--- config.mk ---
export PLATFORM = sky130hd
export DESIGN_NAME = leg_solver
export DESIGN_NICKNAME = d
export VERILOG_FILES = /design/src/rtl/leg_solver.sv
export SDC_FILE = /design/constraint.sdc
export NUM_CORES = 1
export LEC_CHECK = 0
export ABC_AREA = 1
export CAP_MARGIN = 20
export CELL_PAD_IN_SITES_DETAIL_PLACEMENT = 1
export CELL_PAD_IN_SITES_GLOBAL_PLACEMENT = 1
export CORE_MARGIN = 2
export CORE_UTILIZATION = 50
export DETAILED_ROUTE_END_ITERATION = 16
export PLACE_DENSITY_LB_ADDON = 0.1
export SLEW_MARGIN = 20
export SYNTH_ARGS = -nofsm -noshare
export SYNTH_HDL_FRONTEND = slang
export SYNTH_SLANG_ARGS = --single-unit
export TNS_END_PERCENT = 100
--- constraint.sdc ---
create_clock -name clk -period 14.55 [get_ports clk]
set_clock_uncertainty 0.15 [all_clocks]
set_input_delay 2.91 -clock clk [delete_from_list [all_inputs] [get_ports clk]]
set_output_delay 2.91 -clock clk [all_outputs]
set_load 0.01 [all_outputs]
--- src/rtl/leg_solver.sv ---
// leg_solver: inverse right-triangle solver, b = sqrt(h*h - a*a).
// The operands are squared in one cycle. An 8-iteration restoring
// bit-pair square root then produces the result.
// Optional build macro: LEG_ROUND_NEAREST_EN selects round-to-nearest b.
// When it is undefined, b is floor(sqrt(D)).
// Timing and the exact/err status are the same in both builds.

module leg_solver (
    input  logic       clk,
    input  logic       rst_n,
    input  logic       start,
    input  logic [7:0] h,
    input  logic [7:0] a,
    output logic       busy,
    output logic       done,
    output logic [7:0] b,
    output logic       exact,
    output logic       err
);

    localparam int unsigned OP_W   = 8;
    localparam int unsigned RAD_W  = 16;
    localparam int unsigned REM_W  = 10;
    localparam int unsigned CNT_W  = 3;
    localparam int unsigned TRY_W  = REM_W + 2;

    localparam logic [1:0] S_IDLE = 2'd0;
    localparam logic [1:0] S_SQR  = 2'd1;
    localparam logic [1:0] S_ROOT = 2'd2;
    localparam logic [1:0] S_DONE = 2'd3;

    logic [1:0]       state_q, state_d;
    logic [OP_W-1:0]  h_q, h_d;
    logic [OP_W-1:0]  a_q, a_d;
    logic [RAD_W-1:0] d_q, d_d;
    logic [REM_W-1:0] rem_q, rem_d;
    logic [OP_W-1:0]  root_q, root_d;
    logic [CNT_W-1:0] cnt_q, cnt_d;
    logic [OP_W-1:0]  b_q, b_d;
    logic             exact_q, exact_d;
    logic             err_q, err_d;
    logic             busy_q, busy_d;
    logic             done_q, done_d;

    // One root iteration: next bit pair of D, trial value and outcome
    logic [1:0]       pair_c;
    logic [TRY_W-1:0] rem_sh_c;
    logic [TRY_W-1:0] trial_sub_c;
    logic [REM_W-1:0] rem_nx_c;
    logic [OP_W-1:0]  root_nx_c;
    logic [OP_W-1:0]  b_fin_c;
    logic [RAD_W-1:0] sq_h_c;
    logic [RAD_W-1:0] sq_a_c;

    // Squares of the captured operands; 255*255 still fits in 16 bits
    always_comb begin
        sq_h_c = RAD_W'(h_q) * RAD_W'(h_q);
        sq_a_c = RAD_W'(a_q) * RAD_W'(a_q);
    end

    // Restoring square-root step, MSB pair first, selected by cnt_q
    always_comb begin
        pair_c      = 2'(d_q >> {cnt_q, 1'b0});
        rem_sh_c    = {rem_q, pair_c};
        trial_sub_c = {2'b00, root_q, 2'b01};
        if (rem_sh_c >= trial_sub_c) begin
            rem_nx_c  = REM_W'(rem_sh_c - trial_sub_c);
            root_nx_c = {root_q[OP_W-2:0], 1'b1};
        end else begin
            rem_nx_c  = REM_W'(rem_sh_c);
            root_nx_c = {root_q[OP_W-2:0], 1'b0};
        end
    end

    // Final result leg, optionally rounded to nearest
    always_comb begin
        b_fin_c = root_nx_c;
`ifdef LEG_ROUND_NEAREST_EN
        if (rem_nx_c > REM_W'(root_nx_c)) begin
            b_fin_c = OP_W'(root_nx_c + OP_W'(1));
        end
`endif
    end

    // Next-state and registered-output logic
    always_comb begin
        state_d = state_q;
        h_d     = h_q;
        a_d     = a_q;
        d_d     = d_q;
        rem_d   = rem_q;
        root_d  = root_q;
        cnt_d   = cnt_q;
        b_d     = b_q;
        exact_d = exact_q;
        err_d   = err_q;
        busy_d  = 1'b0;
        done_d  = 1'b0;

        case (state_q)
            S_IDLE: begin
                if (start) begin
                    h_d     = h;
                    a_d     = a;
                    b_d     = '0;
                    exact_d = 1'b0;
                    err_d   = 1'b0;
                    if (a > h) begin
                        err_d   = 1'b1;
                        done_d  = 1'b1;
                        state_d = S_DONE;
                    end else begin
                        busy_d  = 1'b1;
                        state_d = S_SQR;
                    end
                end
            end
            S_SQR: begin
                d_d     = sq_h_c - sq_a_c;
                rem_d   = '0;
                root_d  = '0;
                cnt_d   = CNT_W'(7);
                busy_d  = 1'b1;
                state_d = S_ROOT;
            end
            S_ROOT: begin
                rem_d  = rem_nx_c;
                root_d = root_nx_c;
                cnt_d  = CNT_W'(cnt_q - CNT_W'(1));
                if (cnt_q == '0) begin
                    b_d     = b_fin_c;
                    exact_d = (rem_nx_c == '0);
                    done_d  = 1'b1;
                    state_d = S_DONE;
                end else begin
                    busy_d = 1'b1;
                end
            end
            S_DONE: begin
                state_d = S_IDLE;
            end
            default: begin
                state_d = S_IDLE;
            end
        endcase
    end

    // State and datapath registers
    always_ff @(posedge clk or negedge rst_n) begin
        if (!rst_n) begin
            state_q <= S_IDLE;
            h_q     <= '0;
            a_q     <= '0;
            d_q     <= '0;
            rem_q   <= '0;
            root_q  <= '0;
            cnt_q   <= '0;
            b_q     <= '0;
            exact_q <= 1'b0;
            err_q   <= 1'b0;
            busy_q  <= 1'b0;
            done_q  <= 1'b0;
        end else begin
            state_q <= state_d;
            h_q     <= h_d;
            a_q     <= a_d;
            d_q     <= d_d;
            rem_q   <= rem_d;
            root_q  <= root_d;
            cnt_q   <= cnt_d;
            b_q     <= b_d;
            exact_q <= exact_d;
            err_q   <= err_d;
            busy_q  <= busy_d;
            done_q  <= done_d;
        end
    end

    assign busy  = busy_q;
    assign done  = done_q;
    assign b     = b_q;
    assign exact = exact_q;
    assign err   = err_q;

endmodule
==> impl_results.md, run 1 <==
- Result of the run: finished, final reports clean
- Fmax: 174.1 MHz
- DRC violations left: 0
- Simple-gate area share of the yosys netlist: 16.13%
- Fin nets: 1,072
- Tmin final: 5.745 ns
- Cts bufs inserted: 9
- Worst reg2reg setup slack: 8.80 ns
- Worst Path Max Fanout: 10
- Num rows: 43
- Clk buf depth: 2
- ANT cells: 0
- Post-synthesis mux area share: 0%
- CTS H-Tree Depth: 3
- Seq/Total Area, Yosys: 23.52%
- Crit Path Category: reg2reg
- Initial core utilization: 51.35%
- Main combinational cell family by area after synthesis: adder cells
- Synth unique cells: 41
- CTS sink cnt: 67
- Worst r2r dst: d_q[13]
- WP data arrival: 5.81 ns
- WP data required: 14.61 ns
- Post-DP HPWL: 14,890 um
- Die Ht: 123.4 um
- Antenna-violating nets left: 0
- Final GP Congestion: 0.8625
- Adder-cell share of the synthesized area: 35.53%
- Slew Limit Fails: 0
- Commonest cells after routing, fill and taps aside: inv_1, nand2_1, fa_1, ha_1, dfrtp_1
- Compound-Gate Fraction of Synth Area: 9.075%
- Synth top area share: 23.52%
- Drt first pass iters: 4
- Synth warn: 0
- CTS resizes: 0
- Die X: 123.4 um
- XOR/XNOR Fraction of Synth Area: 2.826%
- CTS tree: yes
- Vias in the first global route: 6,453
- Relative slew slack: 21.56%
- Post-CTS Setup Bufs: 0
- Syn-to-layout area delta: 9.742%
- Die area: 15,230 sq um
- Via count: 5,666
- Hold Path Stages: 2
- Vias per Instance: 5.237
- Routed WL: 18,560 um
- Commonest non-fill, non-tap cell in the layout: inv_1
- Grt total ovfl: 0
- Synth Cell Area: 7128 sq um
- Period utilization: 39.49%
- Average wire per standard cell: 17.16 um
- HP Start: d_q[0]
- Worst R2R Path Depth: 19
- RSZ-0062 raised after global routing: no
- Clock Tree Root: clkbuf_16
- Final Hold Vio Count: 0
- Iteration-0 DRC count of the detailed router: 239
- Number of synthesized register bits: 67
- Synth top area cells: dfrtp_1, fa_1, ha_1, inv_1, nand2_1
- Port buffer count: 30
- Crit end category: flop
- First-pass GRT wire length: 31,290 um
- Clock Pin Slew Worst Setup and Hold Paths: 0.06 ns
- Final setup fails: 0
- Cells after Synth: 882
- Worst setup SP type: flop
- Core outline area: 13,880 sq um
- Initial antenna violation count: 0
- Hold buffer count at cts: 0
- Largest net degree at the start of global routing: 68
- Worst-Skew Late Latency: 0.35 ns
- Total track usage: 27.22%
- Synthesized area per cell: 8.082 sq um
- Max Cap Viol: 0
- R2R Path Start: h_q[1]
- Syn nets: 1,056
- Sum Neg Setup Slack: 0 ns
- Hold Path Class: reg2reg
- Worst Hold End: d_q[0]
- Ports: 31
- Area leader, netlist: dfrtp_1
- Worst slew pin tran: 1.161 ns
- Share of cells above drive strength 1: 3.104%
==> worst max-delay path by stage <==
stage | start | endpoint | cells past startpoint
2_1_floorplan | h_q[6] | d_q[13] | 20
5_1_grt | h_q[6] | d_q[13] | 19
3_3_place_gp | h_q[6] | d_q[12] | 18
4_1_cts | h_q[1] | d_q[13] | 19
3_5_place_dp | h_q[6] | d_q[13] | 19
6_report | h_q[1] | d_q[13] | 19
==> cells in the mapped netlist <==
master,number
a21oi_2,2
a221oi_1,1
o21ai_0,54
a21boi_0,1
a211oi_1,1
buf_6,1
o21a_1,1
fa_1,79
nand4_1,7
or2_2,1
nand2_1,208
a22o_1,2
o21ai_1,4
a22oi_1,1
nor3_4,1
a21o_1,1
nand3_1,35
xor2_1,14
nor3_1,3
o211ai_1,1
conb_1,1
clkinv_1,2
dfrtp_1,67
inv_2,1
o21ai_4,1
nand2_2,2
ha_1,76
a21oi_1,22
o22ai_1,12
clkbuf_1,23
inv_1,212
nand3_2,1
o21bai_1,1
xnor2_1,9
buf_2,1
nor2_1,24
buf_4,1
a31oi_1,4
o21ai_2,2
o31ai_1,1
o41ai_1,1
==> worst max-delay path, stage by stage, from the launching register on <==
cell and delay, ns:
dfrtp_1 0.56, nand2_1 0.19, fa_1 0.53, fa_1 0.55, inv_1 0.05, fa_1 0.52, fa_1 0.44, fa_1 0.54
inv_1 0.05, fa_1 0.52, inv_1 0.04, ha_1 0.34, nand2_1 0.07, a31oi_1 0.16, nor2_1 0.09, o21ai_1 0.19
a21boi_0 0.17, o21ai_1 0.18, xor2_1 0.17, o21ai_1 0.08
==> flip-flops by register name (all words and copies together), names as in the netlist, 2 cells and up <==
name	cells
d_q	16
rem_q	10
state_q	2
h_q	8
root_q	8
a_q	8
cnt_q	3
b	8
==> area by class of cell <==
class	instances	area [sq um]
Fill cell	1695	6058
Multi-Input combinational cell	574	4534
Sequential cell	67	1677
Inverter	215	807.0
Timing Repair Buffer	31	302.8
Clock buffer	10	239.0
Tap cell	180	225.2
Clock inverter	5	37.54
==> per-layer routing <==
layer  part of all wire, %  track usage, %  up-vias
met3                   2.9           5.212       29
li1                      -               -     2714
met2                    52           49.48       68
met4                   2.2           8.097        0
met1                    43           32.47     2855
met5                     0               0        -
==> cells by family after synthesis <==
group                      Yosys count
and+or+nand+nor                    282
buffers and inverters              241
adders and majority gates          155
AOI/OAI and AO/OA                  113
DFF                                 67
xor gates and xnor gates            23
other                                1
==> stage by stage <==
step | util [%] | worst slack, ns | hold slack, ns | cell area, sq um | instances
final | 56.35 | 8.805 | 0.3417 | 7823 | 1082
after global routing | 56.35 | 8.408 | 0.3698 | 7823 | 1082
after CTS | 56.35 | 8.795 | 0.3444 | 7823 | 1082
after detailed placement | 54.36 | 8.825 | 0.3281 | 7546 | 1067
after global placement | 54.36 | 8.969 | 0.3227 | 7546 | 1067
after floorplan | - | 9.114 | 0.3030 | 7128 | 882
Power of run 1 is left out: the tool's default activity adds up to more than one toggle a clock period on the data nets, which glitch-free logic cannot reach.
==> run 2, diff against run 1 <==
- CORE_UTILIZATION: 50 -> 43
- clock period: 14.55 -> 5.05 ns (I/O delays scaled with it)
==> impl_results.md, run 2 (synthesized netlist as in run 1, its figures left out) <==
- Result of the run: complete, but fails checks
- Violated checks: DRC, setup timing
- Antenna-violating nets left: 0
- Largest net degree at the start of global routing: 37
- RSZ-0062 raised after global routing: yes
- Final Hold Vio Count: 0
- Grt total ovfl: 0
- Fin nets: 1,139
- WP data arrival: 5.29 ns
- Crit end category: flop
- Worst reg2reg setup slack: -0.18 ns
- Final setup fails: 7
- Cts bufs inserted: 9
- CTS H-Tree Depth: 3
- Initial core utilization: 43.45%
- Crit path capture: d_q[15]
- Iteration-0 DRC count of the detailed router: 156
- Vias in the first global route: 6,781
- Commonest non-fill, non-tap cell in the layout: inv_1
- Period utilization: 103.5%
- Sum Neg Setup Slack: -0.5805 ns
- R2R Path Start: h_q[1]
- CTS sink cnt: 67
- Vias per Instance: 5.007
- Place WS: -0.3016 ns
- Fmax: 191.2 MHz
- Worst slew pin tran: 0.9260 ns
- Die Ht: 132.8 um
- Relative slew slack: 38.12%
- Routed WL: 20,160 um
- Clock Tree Root: clkbuf_16
- Final GP Congestion: 0.8829
- Die area: 17,620 sq um
- Syn-to-layout area delta: 22.05%
- # fillers: 1,977
- Core outline area: 16,410 sq um
- Post-DP HPWL: 16,060 um
- Biggest registers after layout: d_q (16), rem_q (10)
- Flip-flop count of the largest register after layout: 16
- Worst r2r dst: d_q[15]
- Clock Pin Slew Worst Setup and Hold Paths: 0.07 ns
- Initial antenna violation count: 0
- Worst-Skew Late Latency: 0.35 ns
- Crit Path Category: reg2reg
- Worst Path Max Fanout: 4
- Via count: 5,958
- Die X: 132.8 um
- First-pass GRT wire length: 33,540 um
- Slew Limit Fails: 0
- Final worst setup slack: -0.1789 ns
- Commonest cells after routing, fill and taps aside: inv_1, nand2_1, fa_1, ha_1, buf_4
- Num rows: 47
- Top reg by flops: d_q
- DRC violations left: 5
- Placed cell area: 8142 sq um
- Worst setup SP type: flop
- Average wire per standard cell: 16.94 um
- Clk buf depth: 2
- Ports: 31
- Worst setup path startpoint: h_q[1]
- Final hold slack: 0.3359 ns
- Hold Path Class: reg2reg
- Share of cells above drive strength 1: 16.29%
- Drt first pass iters: 10
- ANT cells: 0
- Tmin final: 5.229 ns
- Total track usage: 24.42%
- WP data required: 5.12 ns
- Port buffer count: 30
- Max Cap Viol: 0
- CTS tree: yes
- Design Area, Final: 8700 sq um
- Worst R2R Path Depth: 20
==> run 2: cell types whose count changed in the layout (fill, tap and decap cells not counted), sizes merged <==
cell	previous run	this run
buf	2	69
clkinvlp	2	0
bufinv	0	1
clkinv	4	5
inv	214	215
==> run 2: worst max-delay path, stage by stage (launching register included) <==
cell and delay [ns]:
dfrtp_2 0.45, nand2_1 0.12, inv_1 0.07, fa_1 0.53
inv_1 0.05, fa_2 0.51, inv_1 0.05, fa_1 0.51
fa_1 0.44, fa_1 0.50, inv_1 0.05, fa_1 0.52
inv_2 0.05, ha_4 0.23, a21oi_4 0.15, o21ai_1 0.08
a21oi_1 0.16, nand2_1 0.12, or2_4 0.24, nand3_2 0.05
o21ai_1 0.07
==> run 2: how the worst min path moves through the flow <==
stage / endpoint / slack [ns] / depth (start not counted) / start
floorplan: d_q[0] / 0.30 / 2 / d_q[0]
global placement: exact / 0.32 / 2 / exact
detailed placement: d_q[8] / 0.33 / 2 / d_q[8]
CTS: d_q[8] / 0.34 / 2 / d_q[8]
global route: exact / 0.37 / 2 / exact
finish: d_q[8] / 0.34 / 2 / d_q[8]
==> run 2: layout make-up <==
type | count | area (sq um) | area share, %
Sequential cell | 67 | 1693 | 19.46
Tap cell | 220 | 275.3 | 3.164
Inverter | 215 | 807.0 | 9.277
Timing Repair Buffer | 98 | 824.5 | 9.478
Clock buffer | 10 | 239.0 | 2.747
Multi-Input combinational cell | 574 | 4791 | 55.07
Clock inverter | 6 | 70.07 | 0.8054
==> run 2: metal layers <==
| metal | wire [um] | vias up | global-route usage (%) |
|---|---|---|---|
| met3 | 658 | 25 | 4.061 |
| met4 | 396 | 0 | 7.467 |
| li1 | - | 2843 | - |
| met5 | 0 | - | 0 |
| met2 | 10360 | 79 | 43.67 |
| met1 | 8742 | 3011 | 30.20 |
==> run 2: what timing repair did <==
action,in CTS,in global routing
gates resized for setup,42,18
setup buffers,7,4
pin swaps,23,19
endpoints found under the setup margin,8,9
hold buffers,0,0
==> run 2: per-stage QoR <==
stage	std cells	utilization, %
floorplan	882	-
global placement	1165	49.62
detailed placement	1165	49.62
CTS	1187	52.56
global route	1190	53.02
finish	1190	53.02
Power of run 2 is left out for the same reason.
==> run 3, diff against run 2 <==
- CAP_MARGIN: 20 -> 25
==> results of run 3 <==
Same layout as run 2: the final DEF is identical, and so are final timing and power.
Power of run 3 is left out for the same reason.
